**config.mk**
```make
export PLATFORM = sky130hd
export DESIGN_NAME = execute_unit_mc_flat
export DESIGN_NICKNAME = d
export VERILOG_FILES = /design/src/rtl/execute_unit_mc_if.sv /design/src/rtl/execute_unit_mc.sv /design/src/flat_wrapper.sv
export SDC_FILE = /design/constraint.sdc
export NUM_CORES = 2
export LEC_CHECK = 0
export CORE_MARGIN = 10
export CORE_UTILIZATION = 57
export CTS_CLUSTER_DIAMETER = 60
export DETAILED_ROUTE_END_ITERATION = 6
export GPL_TIMING_DRIVEN = 0
export HOLD_SLACK_MARGIN = 0.08
export PLACE_DENSITY = 0.81
export SYNTH_ARGS = -nofsm -noshare
export SYNTH_HDL_FRONTEND = slang
export SYNTH_SLANG_ARGS = --single-unit
export TNS_END_PERCENT = 5
```
**constraint.sdc**
```tcl
create_clock -name clk -period 17.9 [get_ports clk]
set_clock_uncertainty 0.15 [all_clocks]
set_input_delay 3.58 -clock clk [delete_from_list [all_inputs] [get_ports clk]]
set_output_delay 3.58 -clock clk [all_outputs]
set_load 0.01 [all_outputs]
```
**src/rtl/execute_unit_mc_if.sv**
```systemverilog
// Decode-side and memory-side handshake bundle for the execute stage.
interface execute_unit_mc_if #(
  parameter int XLEN = 32
);
  logic            flush;
  logic            in_valid;
  logic            in_ready;
  logic [4:0]      in_op;
  logic [XLEN-1:0] in_rs1;
  logic [XLEN-1:0] in_rs2;
  logic [XLEN-1:0] in_imm;
  logic [XLEN-1:0] in_pc;
  logic [1:0]      in_a_sel;
  logic            in_b_sel;
  logic [4:0]      in_rd;
  logic            in_regwrite;
  logic            in_branch;
  logic [2:0]      in_br_cond;
  logic            in_jump;
  logic            in_jalr;
  logic            out_valid;
  logic            out_ready;
  logic [XLEN-1:0] out_result;
  logic [XLEN-1:0] out_store_data;
  logic [4:0]      out_rd;
  logic            out_regwrite;
  logic            out_taken;
  logic [XLEN-1:0] out_target;
  logic            busy;

  modport master (
    output flush, in_valid, in_op, in_rs1, in_rs2, in_imm, in_pc, in_a_sel,
           in_b_sel, in_rd, in_regwrite, in_branch, in_br_cond, in_jump,
           in_jalr, out_ready,
    input  in_ready, out_valid, out_result, out_store_data, out_rd,
           out_regwrite, out_taken, out_target, busy
  );

  modport slave (
    input  flush, in_valid, in_op, in_rs1, in_rs2, in_imm, in_pc, in_a_sel,
           in_b_sel, in_rd, in_regwrite, in_branch, in_br_cond, in_jump,
           in_jalr, out_ready,
    output in_ready, out_valid, out_result, out_store_data, out_rd,
           out_regwrite, out_taken, out_target, busy
  );
endinterface

```
**src/rtl/execute_unit_mc.sv**
```systemverilog
// Execute stage: one-cycle ALU/branch resolution plus a shared radix-2
// iterative multiply/divide unit for M-extension ops.
module execute_unit_mc #(
  parameter int XLEN      = 32,
  parameter bit MULDIV_EN = 1'b1
) (
  input logic               clk,
  input logic               rst,
  execute_unit_mc_if.slave  bus
);
  localparam int SH = $clog2(XLEN);
  localparam int CW = $clog2(XLEN + 1);

  localparam logic [4:0] OP_ADD = 5'd0,  OP_SUB = 5'd1,  OP_SLL = 5'd2,  OP_SLT = 5'd3;
  localparam logic [4:0] OP_SLTU = 5'd4, OP_XOR = 5'd5,  OP_SRL = 5'd6,  OP_SRA = 5'd7;
  localparam logic [4:0] OP_OR = 5'd8,   OP_AND = 5'd9,  OP_PASSB = 5'd10;
  localparam logic [4:0] OP_MUL = 5'd16, OP_MULH = 5'd17, OP_MULHSU = 5'd18, OP_MULHU = 5'd19;
  localparam logic [4:0] OP_DIV = 5'd20, OP_DIVU = 5'd21, OP_REM = 5'd22,    OP_REMU = 5'd23;

  typedef enum logic {IDLE, CALC} state_t;

  state_t            state, state_next;
  logic [CW-1:0]     count;
  logic [2*XLEN-1:0] acc;
  logic [XLEN-1:0]   mcand;
  logic [4:0]        m_op;
  logic              neg_q, neg_r, div_zero;

  logic              accept, is_mop, start_m, finish_m;
  logic [XLEN-1:0]   op_a, op_b, alu_result, single_result, target;
  logic [SH-1:0]     shamt;
  logic              eq, lt, ltu, cond, taken;
  logic              signed_a, signed_b, a_neg, b_neg;
  logic [XLEN-1:0]   mag_a, mag_b;
  logic [XLEN:0]     mul_sum, div_shift, div_diff;
  logic [2*XLEN-1:0] acc_step, prod;
  logic [XLEN-1:0]   m_result;

  assign bus.in_ready = (state == IDLE) && (!bus.out_valid || bus.out_ready) && !bus.flush;
  assign accept       = bus.in_valid && bus.in_ready;
  assign is_mop       = MULDIV_EN && (bus.in_op[4:3] == 2'b10);
  assign start_m      = accept && is_mop;
  assign finish_m     = (state == CALC) && (count == '0) && !bus.flush;
  assign bus.busy     = (state != IDLE);

  always_comb begin
    op_a = '0;
    case (bus.in_a_sel)
      2'b00:   op_a = bus.in_rs1;
      2'b01:   op_a = bus.in_pc;
      default: op_a = '0;
    endcase
    op_b  = bus.in_b_sel ? bus.in_imm : bus.in_rs2;
    shamt = op_b[SH-1:0];
    alu_result = '0;
    case (bus.in_op)
      OP_ADD:   alu_result = op_a + op_b;
      OP_SUB:   alu_result = op_a - op_b;
      OP_SLL:   alu_result = op_a << shamt;
      OP_SLT:   alu_result = XLEN'($signed(op_a) < $signed(op_b));
      OP_SLTU:  alu_result = XLEN'(op_a < op_b);
      OP_XOR:   alu_result = op_a ^ op_b;
      OP_SRL:   alu_result = op_a >> shamt;
      OP_SRA:   alu_result = $signed(op_a) >>> shamt;
      OP_OR:    alu_result = op_a | op_b;
      OP_AND:   alu_result = op_a & op_b;
      OP_PASSB: alu_result = op_b;
      default:  alu_result = '0;
    endcase
  end

  always_comb begin
    eq   = (bus.in_rs1 == bus.in_rs2);
    lt   = ($signed(bus.in_rs1) < $signed(bus.in_rs2));
    ltu  = (bus.in_rs1 < bus.in_rs2);
    cond = 1'b0;
    case (bus.in_br_cond)
      3'b000:  cond = eq;
      3'b001:  cond = !eq;
      3'b100:  cond = lt;
      3'b101:  cond = !lt;
      3'b110:  cond = ltu;
      3'b111:  cond = !ltu;
      default: cond = 1'b0;
    endcase
    taken  = bus.in_jump || (bus.in_branch && cond);
    target = bus.in_jalr ? ((bus.in_rs1 + bus.in_imm) & {{(XLEN-1){1'b1}}, 1'b0})
                         : (bus.in_pc + bus.in_imm);
    single_result = bus.in_jump ? (bus.in_pc + XLEN'(4)) : alu_result;
  end

  // Operands are reduced to magnitudes; the sign is reapplied once at the end.
  always_comb begin
    signed_a = bus.in_op inside {OP_MULH, OP_MULHSU, OP_DIV, OP_REM};
    signed_b = bus.in_op inside {OP_MULH, OP_DIV, OP_REM};
    a_neg    = signed_a && bus.in_rs1[XLEN-1];
    b_neg    = signed_b && bus.in_rs2[XLEN-1];
    mag_a    = a_neg ? -bus.in_rs1 : bus.in_rs1;
    mag_b    = b_neg ? -bus.in_rs2 : bus.in_rs2;
  end

  // acc holds {product-high, multiplier} for multiply, {remainder, quotient} for divide.
  always_comb begin
    mul_sum   = {1'b0, acc[2*XLEN-1:XLEN]} + (acc[0] ? {1'b0, mcand} : '0);
    div_shift = {acc[2*XLEN-1:XLEN], acc[XLEN-1]};
    div_diff  = div_shift - {1'b0, mcand};
    if (m_op[2])
      acc_step = div_diff[XLEN] ? {div_shift[XLEN-1:0], acc[XLEN-2:0], 1'b0}
                                : {div_diff[XLEN-1:0], acc[XLEN-2:0], 1'b1};
    else
      acc_step = {mul_sum, acc[XLEN-1:1]};
  end

  always_comb begin
    prod     = neg_q ? -acc : acc;
    m_result = '0;
    case (m_op)
      OP_MUL:                       m_result = prod[XLEN-1:0];
      OP_MULH, OP_MULHSU, OP_MULHU: m_result = prod[2*XLEN-1:XLEN];
      OP_DIV, OP_DIVU:              m_result = div_zero ? '1 : (neg_q ? -acc[XLEN-1:0] : acc[XLEN-1:0]);
      OP_REM, OP_REMU:              m_result = neg_r ? -acc[2*XLEN-1:XLEN] : acc[2*XLEN-1:XLEN];
      default:                      m_result = '0;
    endcase
  end

  always_ff @(posedge clk or posedge rst) begin
    if (rst) state <= IDLE;
    else     state <= state_next;
  end

  always_comb begin
    state_next = state;
    case (state)
      IDLE:    if (start_m) state_next = CALC;
      CALC:    if (bus.flush || count == '0) state_next = IDLE;
      default: state_next = IDLE;
    endcase
  end

  always_ff @(posedge clk or posedge rst) begin
    if (rst) begin
      count    <= '0;
      acc      <= '0;
      mcand    <= '0;
      m_op     <= '0;
      neg_q    <= 1'b0;
      neg_r    <= 1'b0;
      div_zero <= 1'b0;
    end else if (bus.flush) begin
      count <= '0;
    end else if (start_m) begin
      count    <= CW'(XLEN);
      acc      <= {{XLEN{1'b0}}, mag_a};
      mcand    <= mag_b;
      m_op     <= bus.in_op;
      neg_q    <= a_neg ^ b_neg;
      neg_r    <= a_neg;
      div_zero <= (bus.in_rs2 == '0);
    end else if (state == CALC && count != '0) begin
      acc   <= acc_step;
      count <= count - 1'b1;
    end
  end

  // Side-band fields load at accept for every op; an M-op only fills result/valid when done.
  always_ff @(posedge clk or posedge rst) begin
    if (rst) begin
      bus.out_valid      <= 1'b0;
      bus.out_result     <= '0;
      bus.out_store_data <= '0;
      bus.out_rd         <= '0;
      bus.out_regwrite   <= 1'b0;
      bus.out_taken      <= 1'b0;
      bus.out_target     <= '0;
    end else if (bus.flush) begin
      bus.out_valid <= 1'b0;
      bus.out_taken <= 1'b0;
    end else if (accept) begin
      bus.out_store_data <= bus.in_rs2;
      bus.out_rd         <= bus.in_rd;
      bus.out_regwrite   <= bus.in_regwrite;
      bus.out_taken      <= taken;
      bus.out_target     <= target;
      if (is_mop) begin
        bus.out_valid <= 1'b0;
      end else begin
        bus.out_result <= single_result;
        bus.out_valid  <= 1'b1;
      end
    end else if (finish_m) begin
      bus.out_result <= m_result;
      bus.out_valid  <= 1'b1;
    end else if (bus.out_ready) begin
      bus.out_valid <= 1'b0;
    end
  end
endmodule
```
**src/flat_wrapper.sv**
```systemverilog
// flat-port wrapper written by rule: the top's interface ports become plain ports
module execute_unit_mc_flat 
#(
  parameter int XLEN      = 32,
  parameter bit MULDIV_EN = 1'b1
)
  (clk, rst, bus_flush, bus_in_valid, bus_in_op, bus_in_rs1, bus_in_rs2, bus_in_imm, bus_in_pc, bus_in_a_sel, bus_in_b_sel, bus_in_rd, bus_in_regwrite, bus_in_branch, bus_in_br_cond, bus_in_jump, bus_in_jalr, bus_out_ready, bus_in_ready, bus_out_valid, bus_out_result, bus_out_store_data, bus_out_rd, bus_out_regwrite, bus_out_taken, bus_out_target, bus_busy);
  execute_unit_mc_if #(.XLEN(XLEN)) bus_i ();
  input logic clk;
  input logic rst;
  input wire logic [$bits(bus_i.flush)-1:0] bus_flush;
  input wire logic [$bits(bus_i.in_valid)-1:0] bus_in_valid;
  input wire logic [$bits(bus_i.in_op)-1:0] bus_in_op;
  input wire logic [$bits(bus_i.in_rs1)-1:0] bus_in_rs1;
  input wire logic [$bits(bus_i.in_rs2)-1:0] bus_in_rs2;
  input wire logic [$bits(bus_i.in_imm)-1:0] bus_in_imm;
  input wire logic [$bits(bus_i.in_pc)-1:0] bus_in_pc;
  input wire logic [$bits(bus_i.in_a_sel)-1:0] bus_in_a_sel;
  input wire logic [$bits(bus_i.in_b_sel)-1:0] bus_in_b_sel;
  input wire logic [$bits(bus_i.in_rd)-1:0] bus_in_rd;
  input wire logic [$bits(bus_i.in_regwrite)-1:0] bus_in_regwrite;
  input wire logic [$bits(bus_i.in_branch)-1:0] bus_in_branch;
  input wire logic [$bits(bus_i.in_br_cond)-1:0] bus_in_br_cond;
  input wire logic [$bits(bus_i.in_jump)-1:0] bus_in_jump;
  input wire logic [$bits(bus_i.in_jalr)-1:0] bus_in_jalr;
  input wire logic [$bits(bus_i.out_ready)-1:0] bus_out_ready;
  output wire logic [$bits(bus_i.in_ready)-1:0] bus_in_ready;
  output wire logic [$bits(bus_i.out_valid)-1:0] bus_out_valid;
  output wire logic [$bits(bus_i.out_result)-1:0] bus_out_result;
  output wire logic [$bits(bus_i.out_store_data)-1:0] bus_out_store_data;
  output wire logic [$bits(bus_i.out_rd)-1:0] bus_out_rd;
  output wire logic [$bits(bus_i.out_regwrite)-1:0] bus_out_regwrite;
  output wire logic [$bits(bus_i.out_taken)-1:0] bus_out_taken;
  output wire logic [$bits(bus_i.out_target)-1:0] bus_out_target;
  output wire logic [$bits(bus_i.busy)-1:0] bus_busy;
  assign bus_i.flush = bus_flush;
  assign bus_i.in_valid = bus_in_valid;
  assign bus_i.in_op = bus_in_op;
  assign bus_i.in_rs1 = bus_in_rs1;
  assign bus_i.in_rs2 = bus_in_rs2;
  assign bus_i.in_imm = bus_in_imm;
  assign bus_i.in_pc = bus_in_pc;
  assign bus_i.in_a_sel = bus_in_a_sel;
  assign bus_i.in_b_sel = bus_in_b_sel;
  assign bus_i.in_rd = bus_in_rd;
  assign bus_i.in_regwrite = bus_in_regwrite;
  assign bus_i.in_branch = bus_in_branch;
  assign bus_i.in_br_cond = bus_in_br_cond;
  assign bus_i.in_jump = bus_in_jump;
  assign bus_i.in_jalr = bus_in_jalr;
  assign bus_i.out_ready = bus_out_ready;
  assign bus_in_ready = bus_i.in_ready;
  assign bus_out_valid = bus_i.out_valid;
  assign bus_out_result = bus_i.out_result;
  assign bus_out_store_data = bus_i.out_store_data;
  assign bus_out_rd = bus_i.out_rd;
  assign bus_out_regwrite = bus_i.out_regwrite;
  assign bus_out_taken = bus_i.out_taken;
  assign bus_out_target = bus_i.out_target;
  assign bus_busy = bus_i.busy;
  execute_unit_mc #(.XLEN(XLEN), .MULDIV_EN(MULDIV_EN)) u_core (.clk(clk), .rst(rst), .bus(bus_i));
endmodule
```
==> flow_summary.json <==
{
  "final_nets": 4911,
  "grt_pass1_wl_um": 246000,
  "clkTransAtPathRegs_ns": 0.06,
  "core_area_um2": 53700,
  "dp_hpwl_um": 133000,
  "totalWireLength_um": 173000,
  "track_usage_pct": 52.0,
  "place_ws_ns": 6.96,
  "synthArstFlopShare_pct": 100,
  "ys.flop_type": "dfrtp_1",
  "syn2layout_area_growth_pct": 14.8,
  "layout_commonest_cell": "nand2_1",
  "pin_count": 259,
  "p_int_mw": 1.48,
  "irDropWorstVdd_mv": 0.0864,
  "drtPass1Iterations": 7,
  "tritoncts": "done",
  "cts.sinks": 215,
  "synth-edff-count": 0,
  "p_clk_share_pct": 21.3,
  "max_slew_margin_pct": -11.8,
  "tns_ns": 0,
  "wire_per_inst_um": 33.1,
  "mostFrequentLayoutCells": "470 x nand2_1, 412 x o21ai_0, 404 x nor2_1",
  "n_fill_cell": 4624,
  "clock_path_buffers": 3,
  "die_x_um": 253,
  "grt_max_degree": 112,
  "syn_area_um2": 30800,
  "r2r_setup_slack_ns": 12.13,
  "syn_nets": 4618,
  "drc": 176,
  "grt_remaining_overflow": 0,
  "syn_inst": 4194,
  "swShare_pct": 48.2,
  "setup_slack_ns": 6.75,
  "maxCapViolCount": 3,
  "setup_viol": 0,
  "drt-initial-drc-count": 7016,
  "cp.required_ns": 18.26,
  "design.die.area_um2": 63800,
  "cts_buffers": 30,
  "p_switching_mw": 1.38,
  "worst-slew-pin-transition_ns": 1.66,
  "critical_path_class": "input port to flop",
  "status": "finished, violations left",
  "worstPathMaxFanout": 11,
  "insertion_delay_ns": 0.64,
  "die_h_um": 253,
  "failed_checks": "DRC, capacitance limit, slew limit",
  "synth_seq_cells": 215,
  "power_mw": 2.86,
  "worst_setup_path_start_kind": "input port",
  "cts_hold_buf": 0,
  "period_share_pct": 62.3,
  "hold_path.class": "flop to flop",
  "slew_violations": 17,
  "port_buffers": 253,
  "cp-end-kind": "flop",
  "fin_crit_ns": 11.15,
  "power_density_nw_per_um2": 80.9,
  "ant_nets": 0,
  "syn_area_per_cell_um2": 7.35,
  "start_util_pct": 57.4,
  "post-cts-setup-buffers": 0,
  "cts_max_level": 1,
  "gp_congestion": 1.21,
  "ys_types": 92,
  "max_freq_mhz": 89.7,
  "viasPerCell": 7.51,
  "via_count": 39300,
  "rows": 85,
  "drive_gt1_share_pct": 4.52,
  "grt_pass1_vias": 36300,
  "hold_viol_final": 0,
  "antenna_found_initial": 23,
  "ys_warn_count": 0,
  "p_leak_nw": 14.7,
  "comb_power_share_pct": 54.7,
  "cts_root_buffer": "clkbuf_16",
  "pwr-share-seq_pct": 24.0,
  "worst_ep_arrival_time_ns": 11.51,
  "ctsResizeCount": 0,
  "rsz0062_at_grt": "false",
  "synth-seq-area-share_pct": 17.4
}
[cell usage after synthesis (65+ instances only)]
master / instances / area (um2)
dfrtp_1: 215 / 5380
a21oi_1: 319 / 1600
clkbuf_1: 208 / 781
nor2_1: 404 / 1520
nor3_1: 94 / 470
ha_1: 265 / 3320
nand3_1: 84 / 420
a21o_1: 83 / 623
nand2_1: 470 / 1760
a31oi_1: 65 / 407
xnor2_1: 166 / 1450
inv_1: 214 / 803
o211ai_1: 74 / 556
xor2_1: 130 / 1140
o21ai_0: 412 / 2060
mux2i_1: 126 / 1260
[per-stage QoR]
step                area (um2)  instances  hold slack [ns]  utilization [%]
floorplan                30800       4194            0.300                -
global route             35400       5209            0.347             65.8
global placement         34200       5143            0.300             63.8
CTS                      35300       5203            0.333             65.8
detailed placement       34300       5147            0.319             63.9
finish                   35400       5230            0.334             65.9
[critical path, stage by stage]
cell and delay, ns:
clkdlybuf4s50_1 0.57, inv_1 0.20, o21a_1 0.22, clkbuf_1 0.46, clkinv_1 0.37, clkbuf_1 0.53
clkbuf_1 0.59, buf_1 0.66, ha_1 0.32, nor2b_1 0.18, o21ai_0 0.13, a311oi_1 0.74
o2111ai_1 0.44, a2111oi_0 1.02, o41ai_1 0.24, a221oi_1 0.38, xnor2_1 0.11, nor4_1 0.53
o32a_1 0.22
[cell type report]
| cell class | count | area (um2) | share of cell area (%) |
|---|---|---|---|
| multi-input combinational | 3504 | 23600 | 66.7 |
| timing repair buffer | 261 | 2610 | 7.36 |
| antenna | 23 | 57.6 | 0.163 |
| buffer | 256 | 1040 | 2.93 |
| sequential | 215 | 5380 | 15.2 |
| clock buffer | 38 | 831 | 2.35 |
| clock inverter | 18 | 180 | 0.509 |
| inverter | 219 | 830 | 2.34 |
| tap | 696 | 871 | 2.46 |
[final timing paths]
| check | endpoint | depth (start not counted) | from |
|---|---|---|---|
| max | u_core.bus.out_result[30]$_DFFE_PP0P_ | 19 | bus_in_rs2[3] |
| min | u_core.mcand[28]$_DFFE_PP0P_ | 2 | u_core.mcand[28]$_DFFE_PP0P_ |
| max reg2reg | u_core.bus.out_result[3]$_DFFE_PP0P_ | 8 | u_core.bus.busy$_DFF_PP0_ |
| min reg2reg | u_core.mcand[28]$_DFFE_PP0P_ | 2 | u_core.mcand[28]$_DFFE_PP0P_ |
| max in group asynchronous | u_core.bus.out_result[18]$_DFFE_PP0P_ | 3 | rst |
| min in group asynchronous | u_core.bus.out_target[18]$_DFFE_PP0P_ | 2 | rst |
[metal layers]
metal | GRT usage [%] | wire length (um) | vias up
met4 | 43.1 | 19100 | 22
met2 | 72.6 | 66900 | 4071
met3 | 26.7 | 30200 | 1282
met1 | 58.0 | 56600 | 17900
met5 | 2.46 | 303 | -
li1 | - | - | 16000
[power groups by stage]
| stage | clock network [mW] | registers, mW | logic, mW |
|---|---|---|---|
| final | 0.609 | 0.689 | 1.57 |
| after global routing | 0.624 | 0.693 | 1.62 |
| after CTS | 0.603 | 0.680 | 1.46 |
| after detailed placement | 0 | 0.686 | 1.45 |
| after global placement | 0 | 0.681 | 1.43 |
| after floorplan | 0 | 0.680 | 0.862 |
[kinds of logic after synthesis]
group / share of synthesized area [%]
AO/OA/AOI/OAI: 28.8
XOR/XNOR: 8.41
adder cells (fa/ha/maj): 11.1
buffers and inverters: 6.03
flip-flops: 17.4
multiplexers: 8.40
AND/OR/NAND/NOR: 19.8
[sequential cells by signal, indices dropped and copies added (netlist names)]
name	flops
u_core.mcand	32
u_core.bus.out_store_data	32
u_core.bus.out_regwrite	1
u_core.bus.out_target	32
u_core.bus.out_valid	1
u_core.m_op	5
u_core.bus.out_rd	5
u_core.acc	64
u_core.count	6
u_core.div_zero	1
u_core.neg_r	1
u_core.neg_q	1
u_core.bus.out_taken	1
u_core.bus.busy	1
u_core.bus.out_result	32
No activity file was read; power rests on OpenSTA's default activity.
